**src/rtl/ahb_frame_dma.sv**
```systemverilog
// ahb_frame_dma: AHB-Lite write master turning each 256-bit frame into one INCR8 burst into a memory ring.
// Latency: frame accepted at edge N -> NONSEQ after edge N+1; 8 address cycles + 1 trailing data cycle per burst.
// Backpressure: none upstream; a frame offered with no free buffer entry (or while in error) is dropped and flagged.
// Build option: define AHB_FRAME_DMA_DBLBUF_EN for a two-entry frame FIFO; default is a single entry.
module ahb_frame_dma (
    input  logic         hclk,
    input  logic         hresetn,
    input  logic         enable,
    input  logic [31:0]  baseAddr,
    input  logic [15:0]  ringFrames,
    input  logic         valid,
    input  logic [255:0] pdata,
    output logic         dropped,
    output logic         frameDone,
    output logic [15:0]  wrPtr,
    output logic         error,
    output logic [31:0]  haddr,
    output logic [1:0]   htrans,
    output logic         hwrite,
    output logic [2:0]   hsize,
    output logic [2:0]   hburst,
    output logic         hmastlock,
    output logic [31:0]  hwdata,
    input  logic         hready,
    input  logic [1:0]   hresp
);

    localparam logic [1:0] HT_IDLE   = 2'b00;
    localparam logic [1:0] HT_NONSEQ = 2'b10;
    localparam logic [1:0] HT_SEQ    = 2'b11;

    typedef enum logic [2:0] {ST_IDLE, ST_ADDR, ST_SEQ, ST_LAST, ST_ERR} state_t;

    state_t       state_q;
    logic [2:0]   beat_q;
    logic [31:0]  haddr_q;
    logic [1:0]   htrans_q;
    logic         hwrite_q;
    logic [2:0]   hsize_q;
    logic [2:0]   hburst_q;
    logic [31:0]  hwdata_q;
    logic         dropped_q;
    logic         frame_done_q;
    logic [15:0]  wr_ptr_q;
    logic         error_q;

    logic         buf_vld_w;
    logic         buf_full_w;
    logic [255:0] head_dat_w;
    logic         done_w;
    logic         abort_w;
    logic         pop_w;
    logic         accept_w;
    logic [15:0]  ring_last_w;
    logic [31:0]  frame_addr_w;
    logic [31:0]  word_w;
    logic         unused_w;

    // Last data beat of the burst accepted OKAY frees the head entry.
    assign done_w   = (state_q == ST_LAST) && hready && !hresp[0];
    // Any ERROR response seen while our burst owns the bus abandons it.
    assign abort_w  = ((state_q == ST_SEQ) || (state_q == ST_LAST)) && hresp[0];
    assign pop_w    = done_w || abort_w;
    // A frame may take the slot that the completing burst releases this very cycle.
    assign accept_w = valid && enable && !error_q && (!buf_full_w || done_w);

    assign ring_last_w  = (ringFrames == 16'd0) ? 16'd0 : ringFrames - 16'd1;
    assign frame_addr_w = {baseAddr[31:5], 5'b0} + {11'd0, wr_ptr_q, 5'd0};
    // beat_q is 0 in ADDR, so the same select yields word 0 there and word k in SEQ.
    assign word_w       = head_dat_w[{beat_q, 5'b0} +: 32];
    assign unused_w     = ^{baseAddr[4:0], hresp[1]};

`ifdef AHB_FRAME_DMA_DBLBUF_EN
    logic [255:0] buf0_q;
    logic [255:0] buf1_q;
    logic         wr_sel_q;
    logic         rd_sel_q;
    logic [1:0]   cnt_q;

    assign buf_vld_w  = (cnt_q != 2'd0);
    assign buf_full_w = (cnt_q == 2'd2);
    assign head_dat_w = rd_sel_q ? buf1_q : buf0_q;

    // Two-entry ping-pong FIFO: push on accept, pop on burst completion or abort, arrival order kept.
    always_ff @(posedge hclk or negedge hresetn) begin
        if (!hresetn) begin
            buf0_q   <= '0;
            buf1_q   <= '0;
            wr_sel_q <= 1'b0;
            rd_sel_q <= 1'b0;
            cnt_q    <= 2'd0;
        end else begin
            if (accept_w) begin
                if (wr_sel_q) buf1_q <= pdata;
                else          buf0_q <= pdata;
                wr_sel_q <= ~wr_sel_q;
            end
            if (pop_w) rd_sel_q <= ~rd_sel_q;
            case ({accept_w, pop_w})
                2'b10:   cnt_q <= cnt_q + 2'd1;
                2'b01:   cnt_q <= cnt_q - 2'd1;
                default: cnt_q <= cnt_q;
            endcase
        end
    end
`else
    logic [255:0] buf_q;
    logic         full_q;

    assign buf_vld_w  = full_q;
    assign buf_full_w = full_q;
    assign head_dat_w = buf_q;

    // Single frame entry: filled on accept, released on burst completion or abort.
    always_ff @(posedge hclk or negedge hresetn) begin
        if (!hresetn) begin
            buf_q  <= '0;
            full_q <= 1'b0;
        end else if (accept_w) begin
            buf_q  <= pdata;
            full_q <= 1'b1;
        end else if (pop_w) begin
            full_q <= 1'b0;
        end
    end
`endif

    // Burst sequencer with registered AHB outputs and status pulses.
    always_ff @(posedge hclk or negedge hresetn) begin
        if (!hresetn) begin
            state_q      <= ST_IDLE;
            beat_q       <= 3'd0;
            haddr_q      <= 32'd0;
            htrans_q     <= HT_IDLE;
            hwrite_q     <= 1'b0;
            hsize_q      <= 3'd0;
            hburst_q     <= 3'd0;
            hwdata_q     <= 32'd0;
            dropped_q    <= 1'b0;
            frame_done_q <= 1'b0;
            wr_ptr_q     <= 16'd0;
            error_q      <= 1'b0;
        end else begin
            frame_done_q <= 1'b0;
            dropped_q    <= valid && enable && !accept_w;
            if (abort_w) begin
                htrans_q <= HT_IDLE;
                hwrite_q <= 1'b0;
                error_q  <= 1'b1;
                state_q  <= ST_ERR;
            end else begin
                case (state_q)
                    ST_IDLE: begin
                        htrans_q <= HT_IDLE;
                        hwrite_q <= 1'b0;
                        if (buf_vld_w) begin
                            state_q  <= ST_ADDR;
                            haddr_q  <= frame_addr_w;
                            htrans_q <= HT_NONSEQ;
                            hwrite_q <= 1'b1;
                            hsize_q  <= 3'b010;
                            hburst_q <= 3'b011;
                            beat_q   <= 3'd0;
                        end
                    end
                    ST_ADDR: begin
                        if (hready) begin
                            hwdata_q <= word_w;
                            haddr_q  <= haddr_q + 32'd4;
                            htrans_q <= HT_SEQ;
                            beat_q   <= 3'd1;
                            state_q  <= ST_SEQ;
                        end
                    end
                    ST_SEQ: begin
                        if (hready) begin
                            hwdata_q <= word_w;
                            if (beat_q == 3'd7) begin
                                htrans_q <= HT_IDLE;
                                state_q  <= ST_LAST;
                            end else begin
                                haddr_q <= haddr_q + 32'd4;
                                beat_q  <= beat_q + 3'd1;
                            end
                        end
                    end
                    ST_LAST: begin
                        if (hready) begin
                            frame_done_q <= 1'b1;
                            wr_ptr_q     <= (wr_ptr_q >= ring_last_w) ? 16'd0 : wr_ptr_q + 16'd1;
                            hwrite_q     <= 1'b0;
                            state_q      <= ST_IDLE;
                        end
                    end
                    ST_ERR: begin
                        htrans_q <= HT_IDLE;
                        hwrite_q <= 1'b0;
                        if (!enable) begin
                            error_q <= 1'b0;
                            state_q <= ST_IDLE;
                        end
                    end
                    default: state_q <= ST_IDLE;
                endcase
            end
        end
    end

    assign haddr     = haddr_q;
    assign htrans    = htrans_q;
    assign hwrite    = hwrite_q;
    assign hsize     = hsize_q;
    assign hburst    = hburst_q;
    assign hmastlock = 1'b0;
    assign hwdata    = hwdata_q;
    assign dropped   = dropped_q;
    assign frameDone = frame_done_q;
    assign wrPtr     = wr_ptr_q;
    assign error     = error_q;

endmodule

```
**config.mk**
```make
export PLATFORM = sky130hd
export DESIGN_NAME = ahb_frame_dma
export DESIGN_NICKNAME = d
export VERILOG_FILES = /design/src/rtl/ahb_frame_dma.sv
export SDC_FILE = /design/constraint.sdc
export NUM_CORES = 1
export LEC_CHECK = 0
export CAP_MARGIN = 20
export CORE_MARGIN = 1
export CORE_UTILIZATION = 45
export DETAILED_ROUTE_END_ITERATION = 10
export PLACE_DENSITY = 0.73
export SYNTH_ARGS = -nofsm -noshare
export SYNTH_HDL_FRONTEND = slang
export SYNTH_SLANG_ARGS = --single-unit
export TNS_END_PERCENT = 20
```
**constraint.sdc**
```tcl
create_clock -name hclk -period 3 [get_ports hclk]
set_input_delay 0.6 -clock hclk [delete_from_list [all_inputs] [get_ports hclk]]
set_output_delay 0.6 -clock hclk [all_outputs]
set_load 0.02 [all_outputs]
```
Yosys cells after proc, flatten, opt, wreduce, memory -nomap -nowiden:

Cells that the tools add are included.

* bits in registers: 351
* input port bits: 311
* output and inout bits: 93
* word-level logic and storage cells: 106

* $add $sub $neg: 5
* order comparisons: 1
* eq/ne operators: 16
* shifts and indexed selects: 1
* muxes and demuxes: 38
* bitwise gates (word level): 1
* reductions and logical operators: 30

Operators with widths (count)
* $shiftx A256 B9 Y32: 1
* $mux W32: 4
* $pmux W32 S3: 1
* $mux W3: 11
* $add A32 B21 Y32: 1
* $add A32 B3 Y32 const B: 1
* $mux W16: 2
* $add A16 B1 Y16 const B: 1
* $ge A16 B16 Y1: 1
* $logic_not A16 Y1: 1
* $sub A16 B1 Y16 const B: 1
* $ne A3 B3 Y1 const B: 5
* $pmux W3 S5: 1
* $reduce_and A6 Y1: 2
* $mux W1: 11
* $mux W2: 5
* $pmux W3 S3: 1
* $reduce_and A3 Y1: 3
* $ne A2 B2 Y1 const B: 4
* $pmux W2 S4: 1
* $logic_and A1 B1 Y1: 7
* $eq A3 B2 Y1 const B: 2
* $eq A3 B3 Y1 const B: 2
* $reduce_bool A5 Y1: 1
* 15 further kinds: 22

Logic depth before layout (Yosys ltp):

Gate-level depths: netlist of run 1.

* word-level depth: 7
* depth in mapped cells: 14

Least setup slack after synthesis of run 1:

OpenSTA, ideal clock, no wires.

* path type: in2reg
* start point: in ringFrames[9]
* end point: reg wr_ptr_q[10] (netlist: wrPtr[10])
* library setup time: 132 ps
* data arrival time: 3644 ps
* data required time: 2868 ps
* path slack: -775 ps
* stages on the path: 13
* buffers on the path: 1
* cell sequence: or4_4 > or3_4 > or4_4 > nor2_1 > mux2i_1 > ha_1 > nand4_1 > a211oi_1 > nand3_1 > o211ai_1 > and2_1 > clkbuf_1 > nor2_1

* longest elaborated chain between the ends: 4
* elaborated cells on any way between the ends: 5

RTL lines
* from (decl): line 10 `input logic [15:0] ringFrames,`
* $sub A16 B1 Y16 / $logic_not A16 Y1 (equally long branches): line 67 `assign ring_last_w = (ringFrames == 16'd0) ? 16'd0 : ringFrames - 16'd1;`
* $mux W16 *: line 67
* $ge A16 B16 Y1 *: line 190 `wr_ptr_q <= (wr_ptr_q >= ring_last_w) ? 16'd0 : wr_ptr_q + 16'd1;`
* $mux W16 *: line 190
* to (signal assigned): line 190
* to (decl): line 44 `logic [15:0] wr_ptr_q;`

Every way passes the cells marked *; elsewhere a longest branch is shown, timed or not.
A chain may end at the register's enable or synchronous reset.

Worst setup path after layout of run 1:

* start point: in ringFrames[8]
* end point: reg wr_ptr_q[2] (netlist: wrPtr[2])

Same word-level chain as after synthesis.

==> run metrics, run 1 <==
CTS root buf clkbuf_16; IO Port Bufs 391; Synth Register Bits 348; reg2reg start beat_q[0]; Die Y 200 µm; Pwr Density 905 nW/µm²; Least-Margin Pin Slew around 800 ps; worst-path maximum fanout 4; setup_tns -5840 ps; Min Hold Slack 74.6 ps; Leakage 9.98 nW; Worst Skew 23.1 ps; Max Freq just under 0.3 GHz; commonest non-fill, non-tap cell in the layout clkdlybuf4s50_1; Via density 5.51; Post-DRT Antenna Nets 0; Period minus WS final 3420 ps; Layout Cells excl Fill 2421; die area between 30000 and 40000 µm²; Reg2Reg Setup Slack 310 ps; sw frac 33.3%; final hold violation count 0; CP Capture Type flip-flop; antenna violations before repair 9; Psw 7.29 mW; part of the cycle the worst path needs 114%; top cells by area, synth dfrtp_1 (49%), mux2_2 (16%), mux4_2 (8.2%), ha_1 (2.7%), nand2_1 (2.5%); register area share after synthesis 49.4%; Slew HR 46.6%; DR WL/cell 20.7 µm; layout cells sized above 1 28.0%; hold_buf cts 0; clk_lat worst skew 560 ps; H-tree depth 2; Worst Path Class, Setup input port to flip-flop; Post-synth EDFFs 0; die width 200 µm; cells after synthesis about 1400; area fraction of the dominant cell type after synthesis between 40% and 50%; fillers 3013; IO Count between 400 and 500; Yosys warning total 0; core area 38600 µm²; Clock Power Share 22.4%; final setup fails 16; ys async rst share 100%; Post-Syn Area 17600 µm²; Synth Flop Type dfrtp_1; Area Overhead vs Synth 37.4%; most frequent cells in the layout clkdlybuf4s50_1 (386), dfrtp_1 (345), mux2_2 (257); HP Class input port to async pin; CTS Sinks 348; critical path data required time 3440 ps; Cell Int Power roughly 15 mW; CP Launch Type input port; # DRC 0; Max-Cap Viols 0; Mapped Avg Cell Area 12.4 µm²; pre-CTS setup slack -1450 ps; number of global-route vias before repair about 14000; CP arrival 3860 ps; status finished, violations left; Peak VDD IR between 0.0005 and 0.0006 V; GR Util All Layers about a quarter; post-synth cell types 71; DRT Pass-1 Iters 5; remaining global-route overflow 0; RSZ-0062 raised after global routing yes; Worst R2R Path Depth 9; DP Area ~23000 µm²; Starting Density between 40% and 50%; via count 13333; placer's final routability congestion estimate between 0.9 and 1; final core utilization 62.7%; final WL 50100 µm; Worst R2R End haddr[19]; Final Power 21.9 mW; crit path from ringFrames[8]; first-pass GRT wire length 77400 µm; clk buf depth 3; CTS tree yes; Detailed Place HPWL ~37000 µm; Final nets 2219; initial DRC count 680; failing checks negative setup slack; design area 24200 µm²; Critical Path End wrPtr[2]; Num CTS Buffers 40; final worst slack -418 ps; largest net degree at the start of global routing between 80 and 90; leading area contributor after synthesis dfrtp_1; Slew Limit Fails 0; Post-Place Cells 2336; Comb pwr share 39.5%; Flop pwr share 38.1%; clock transition at the registers of the reported paths 60 ps; row cnt 72
[power groups by stage]
stage          Combinational [mW]  Sequential (mW)  Clock (mW)
3_3_place_gp                 8.45             8.26           0
2_1_floorplan                5.40             8.35           0
6_report                     8.66             8.34        4.92
5_1_grt                      9.40             8.63        5.21
4_1_cts                      8.75             8.35        5.03
3_5_place_dp                 8.69             8.40           0
[layout make-up]
class | count | area [µm²] | area share, %
flip-flops and latches | 348 | 8720 | 36.0
repair buffers | 489 | 4850 | 20.0
clock buffers | 55 | 1160 | 4.79
clock inverters | 15 | 165 | 0.682
well taps | 518 | 648 | 2.67
diodes | 6 | 15.0 | 0.0620
multi-input cells | 972 | 8610 | 35.5
inverters | 18 | 67.6 | 0.279
[worst max-delay path, stage by stage]
cell	delay, ps
buf_6	90
or4_4	530
or3_4	340
or4_4	450
buf_6	140
nor2_4	70
mux2i_1	210
ha_1	180
nand4_1	100
a211oi_2	300
nand3_1	110
o211ai_1	340
buf_4	210
o21ai_0	70
nand2_1	70
o21ai_1	60
[registers in the layout, indices dropped and copies added (netlist names)]
register / flops
dropped: 1
buf_full_w: 1
error: 1
buf_q: 256
hburst: 1
hwdata: 32
htrans: 2
beat_q: 3
state_q: 3
haddr: 30
hwrite: 1
frameDone: 1
wrPtr: 16
[cells by family (layout without fill, tap and decap cells)]
logic type | Yosys count | count (layout) | synth area share [%]
multiplexers | 359 | 359 | 26.7
flip-flops | 348 | 348 | 49.4
AND/OR/NAND/NOR | 307 | 308 | 8.46
AO/OA/AOI/OAI | 216 | 216 | 7.47
buffers and inverters | 103 | 577 | 2.93
XOR/XNOR | 43 | 43 | 2.14
adder cells (fa/ha/maj) | 40 | 40 | 2.87
other | 1 | 12 | 0.0213
[how the worst min path moves through the flow]
stage                  to  slack (ps)  cells after the start
2_1_floorplan   beat_q[0]         300                      0
3_3_place_gp   hwdata[21]         460                      2
3_5_place_dp   hwdata[12]         470                      2
4_1_cts         buf_q[30]         100                      1
5_1_grt         buf_q[30]         120                      1
6_report        buf_q[30]          70                      1
[cell usage after synthesis (3+ instances only)]
cell and n:
buf_2 26, o21a_1 5, and3_1 9, clkbuf_1 27, mux2i_1 38, mux2_2 257, o22ai_1 7, ha_1 38
a211oi_1 9, nor2_1 59, o21ai_0 70, nand4_1 18, and4_1 3, dfrtp_1 348, buf_4 22, mux4_2 64
a21o_1 6, and2_1 7, o21bai_1 4, o211ai_1 7, o31ai_1 6, xnor2_1 21, nand2b_1 10, a31oi_1 8
nand3_1 29, nor2b_1 9, nor3_1 15, buf_1 8, nor4_1 10, inv_1 17, a21oi_1 62, nand2_1 116
xor2_1 22, or3_1 4, o21ai_1 7
[timing repair]
action	4_1_cts	5_1_grt
resized for setup	35	7
pin swaps	27	8
setup buffers	7	1
gates cloned	1	0
endpoints found under the setup margin	16	16
[per-layer routing]
metal	wire length (µm)	share of wire (%)	vias to the layer above	track usage, %
li1	-	-	6129	-
met1	19700	39	6674	31.5
met2	24800	49	424	42.3
met3	3910	7.8	98	7.12
met5	60	0.12	-	0
met4	1630	3.2	8	9.70
Power figures use the tool's default switching activity.
==> run 2, diff against run 1 <==
- ABC_AREA: not set -> 1
- CELL_PAD_IN_SITES_DETAIL_PLACEMENT: not set -> 0
- CELL_PAD_IN_SITES_GLOBAL_PLACEMENT: not set -> 1
- CORE_UTILIZATION: 45 -> 39
- PLACE_DENSITY: 0.73 -> not set
- PLACE_DENSITY_LB_ADDON: not set -> 0.1
==> run 2 against run 1 <==
Net effect: the flow now finishes without violations; sequential share of layout area shrank 2.5 points; register-to-register slack gained 270 ps; total power grew 10%; synthesized cell count grew 55%; non-clock buffer count shrank 15; combinational power grew 25%; critical path type unchanged.
==> run metrics, run 2 <==
area fraction of the dominant cell type after synthesis 44.4% (was 49.4%); Post-synth EDFFs 0 (unchanged); Hold Crit Start buf_q[157]; clk buf depth 3 (unchanged); # DRC 0 (unchanged); Worst R2R Path Depth 6 (was 9); layout cells sized above 1 13.5% (was 28.0%); Pwr Density 931 nW/µm² (was 905 nW/µm²); Hold EP buf_q[157]; Starting Density 39.9% (was 45.6%); ys async rst share 100% (unchanged); die area 51200 µm² (was 40000 µm²); leading area contributor after synthesis dfrtp_1 (unchanged); critical path data required time 3440 ps (about the same); Post-Synth Simple-Gate Area 15.5% (was 8.46%); status finished, final reports clean (was finished, violations left); initial DRC count 1152 (was 680); final WL 64100 µm (was 50100 µm); Worst Path Class, Setup input port to flip-flop (unchanged); row cnt 81 (was 72); final hold violation count 0 (unchanged); Via density 5.06 (was 5.51); core area 49300 µm² (was 38600 µm²); cell mode on critical path nand2_1; DR WL/cell 19.4 µm (was 20.7 µm); max FFs per register 256 (unchanged); top cells by area, synth dfrtp_1 (44%), mux2_4 (13%), nand2_1 (7.0%), a21oi_1 (5.6%), inv_1 (4.9%) (was dfrtp_1 (49%), mux2_2 (16%), mux4_2 (8.2%), ha_1 (2.7%), nand2_1 (2.5%)); reg2reg start beat_q[0] (unchanged); Leakage 12.5 nW (was 9.98 nW); CTS Sinks 348 (unchanged); final setup fails 0 (was 16); Least-Margin Pin Slew 946 ps (was 801 ps); Worst Skew 17.5 ps (was 23.1 ps); HP Class flip-flop to flip-flop (was input port to async pin); cells after synthesis 2193 (was 1417); design area 26000 µm² (was 24200 µm²); Min Hold Slack 501 ps (was 74.6 ps); Period minus WS final 2760 ps (was 3420 ps); CTS tree yes (unchanged); Detailed Place HPWL 47800 µm (was 37200 µm); register area share after synthesis 44.4% (was 49.4%); Reg2Reg Setup Slack 580 ps (was 310 ps); Synth Register Bits 348 (unchanged); via count 16718 (was 13333); met3 WL post-DR 3730 µm (was 3910 µm); clock transition at the registers of the reported paths 60 ps (about the same); Final nets 2958 (was 2219); Max-Cap Viols 0 (unchanged); clk_lat worst skew 560 ps (about the same); Metal-1 WL 30700 µm (was 19700 µm); final core utilization 52.8% (was 62.7%); top-count cell post-synth nand2_1 (was dfrtp_1); CP Cell Sequence clkdlybuf4s50_1 > inv_1 > nand2_1 > nor2_2 > nand3_2 > nor3_4 > buf_4 > nand2_1 > xnor2_1 > nand2_1 > ha_4 > nand2_2 > nor4_4 > nand2_1 > nand3_2 > buf_6 > nand3b_1 > nand2_1 (was buf_6 > or4_4 > or3_4 > or4_4 > buf_6 > nor2_4 > mux2i_1 > ha_1 > nand4_1 > a211oi_2 > nand3_1 > o211ai_1 > buf_4 > o21ai_0 > nand2_1 > o21ai_1); mux cell area share after synthesis 14.8% (was 26.7%); first-pass GRT wire length 97600 µm (was 77400 µm); H-tree depth 2 (unchanged); CP Launch Type input port (unchanged); Num CTS Buffers 43 (was 40); Synth Area in Compound Gates 12.7% (was 7.47%); IO Port Bufs 391 (unchanged); WL met2 28400 µm (was 24800 µm); Peak VDD IR 0.000458 V (was 0.000540 V); Die Y 226 µm (was 200 µm); post-synth cell types 45 (was 71); fillers 4604 (was 3013); most frequent cells in the layout clkdlybuf4s50_1 (387), nand2_1 (362), dfrtp_1 (345) (was clkdlybuf4s50_1 (386), dfrtp_1 (345), mux2_2 (257)); CP Capture Type flip-flop (unchanged); CTS root buf clkbuf_16 (unchanged); Yosys warning total 0 (unchanged); highest routed metal layer met5 (unchanged); IO Count 404 (unchanged); DP Area 24500 µm² (was 22700 µm²); Max Freq 0.362 GHz (was 0.293 GHz); Slew Limit Fails 0 (unchanged); worst-path maximum fanout 6 (was 4); Post-Synth Adder-Cell Area 2.52% (was 2.87%); GR Util All Layers 24.9% (was 25.4%); Mapped Avg Cell Area 8.95 µm² (was 12.4 µm²); placer's final routability congestion estimate 0.927 (was 0.929); part of the cycle the worst path needs 92.1% (was 114%); Largest Register buf_q (unchanged); Post-DRT Antenna Nets 0 (unchanged); DRT Pass-1 Iters 5 (unchanged); commonest non-fill, non-tap cell in the layout clkdlybuf4s50_1 (unchanged); largest net degree at the start of global routing 99 (was 88); slowest stage delay, CP 440 ps (was 530 ps); number of global-route vias before repair 16491 (was 13870); xor/xnor share of the synthesized area 1.65% (was 2.14%); pre-CTS setup slack -637 ps (was -1450 ps); Synth Flop Type dfrtp_1 (unchanged); antenna violations before repair 7 (was 9); final worst slack 237 ps (was -418 ps); Worst R2R End hwdata[22] (was haddr[19]); RSZ-0062 raised after global routing no (was yes); CP arrival 3200 ps (was 3860 ps); Slew HR 36.3% (was 46.6%); largest family of logic cells by synthesized area simple AND/OR/NAND/NOR gates (was multiplexers); hold path cells 1; die width 226 µm (was 200 µm); setup_tns 0 ps (was -5840 ps); Post-Syn Area 19600 µm² (was 17600 µm²); Slowest-stage cell, CP clkdlybuf4s50_1 (was or4_4); synth cell count leaders nand2_1 (364), dfrtp_1 (348), inv_1 (256), nor2_1 (222), a21oi_1 (221) (was dfrtp_1 (348), mux2_2 (257), nand2_1 (116), o21ai_0 (70), mux4_2 (64)); remaining global-route overflow 0 (unchanged); Area Overhead vs Synth 32.5% (was 37.4%)
-- run 2: where the power goes --
| group | internal [mW] | switching, mW |
|---|---|---|
| sequential | 6.94 | 1.42 |
| combinational | 4.96 | 5.88 |
| clock | 2.98 | 2.05 |
| total | 14.9 | 9.35 |
-- run 2: cell type report --
| class | instances | area, µm² | area share [%] |
|---|---|---|---|
| flip-flops and latches | 348 | 8720 | 33.5 |
| repair buffers | 474 | 4720 | 18.1 |
| diodes | 3 | 7.51 | 0.0289 |
| clock inverters | 9 | 97.6 | 0.375 |
| clock buffers | 66 | 1260 | 4.85 |
| multi-input cells | 1480 | 9390 | 36.1 |
| well taps | 664 | 831 | 3.19 |
| inverters | 261 | 987 | 3.80 |
-- run 2: critical path: cells and delay by family --
family	cells	cell delay [ps]
fa+ha+maj	1	280
simple gates	12	1380
xor+xnor	1	150
buf+inv	4	780
-- run 2: kinds of logic after synthesis --
family | after synthesis
AO/OA/AOI/OAI | 459
other | 1
multiplexers | 208
XOR/XNOR | 37
buffers and inverters | 370
adder cells (fa/ha/maj) | 39
flip-flops | 348
AND/OR/NAND/NOR | 731
-- run 2: what timing repair did --
item	4_1_cts	5_1_grt
gates resized for setup	1	25
endpoints found under the setup margin	8	16
hold buffers	1	0
endpoints found under the hold margin	30	0
pin swaps	0	12
buffers inserted	0	1
-- run 2: stage by stage --
step,total power [mW],std cells
floorplan,14.9,2198
global placement,19.0,3225
detailed placement,19.2,3225
CTS,24.4,3301
global route,25.8,3303
finish,24.2,3305
-- run 2: worst max path at each step --
stage / start / to / slack [ps]
final: ringFrames[3] / wrPtr[13] / 240
after global routing: ringFrames[3] / wrPtr[11] / 4
after CTS: ringFrames[0] / wrPtr[13] / 20
after detailed placement: ringFrames[0] / wrPtr[4] / -640
after global placement: ringFrames[1] / wrPtr[4] / -620
after floorplan: ringFrames[1] / wrPtr[4] / 70
-- run 2: per-layer routing --
metal | vias to the layer above | global-route usage (%)
li1 | 8095 | -
met1 | 8076 | 36.6
met2 | 458 | 37.4
met3 | 79 | 4.52
met4 | 10 | 6.39
met5 | - | 0
==> run 3, diff against run 2 <==
- ABC_CLOCK_PERIOD_IN_PS: not set -> 3000
- TNS_END_PERCENT: 20 -> not set
==> results of run 3 <==
Final layout, timing and power as in run 2 (identical DEF).
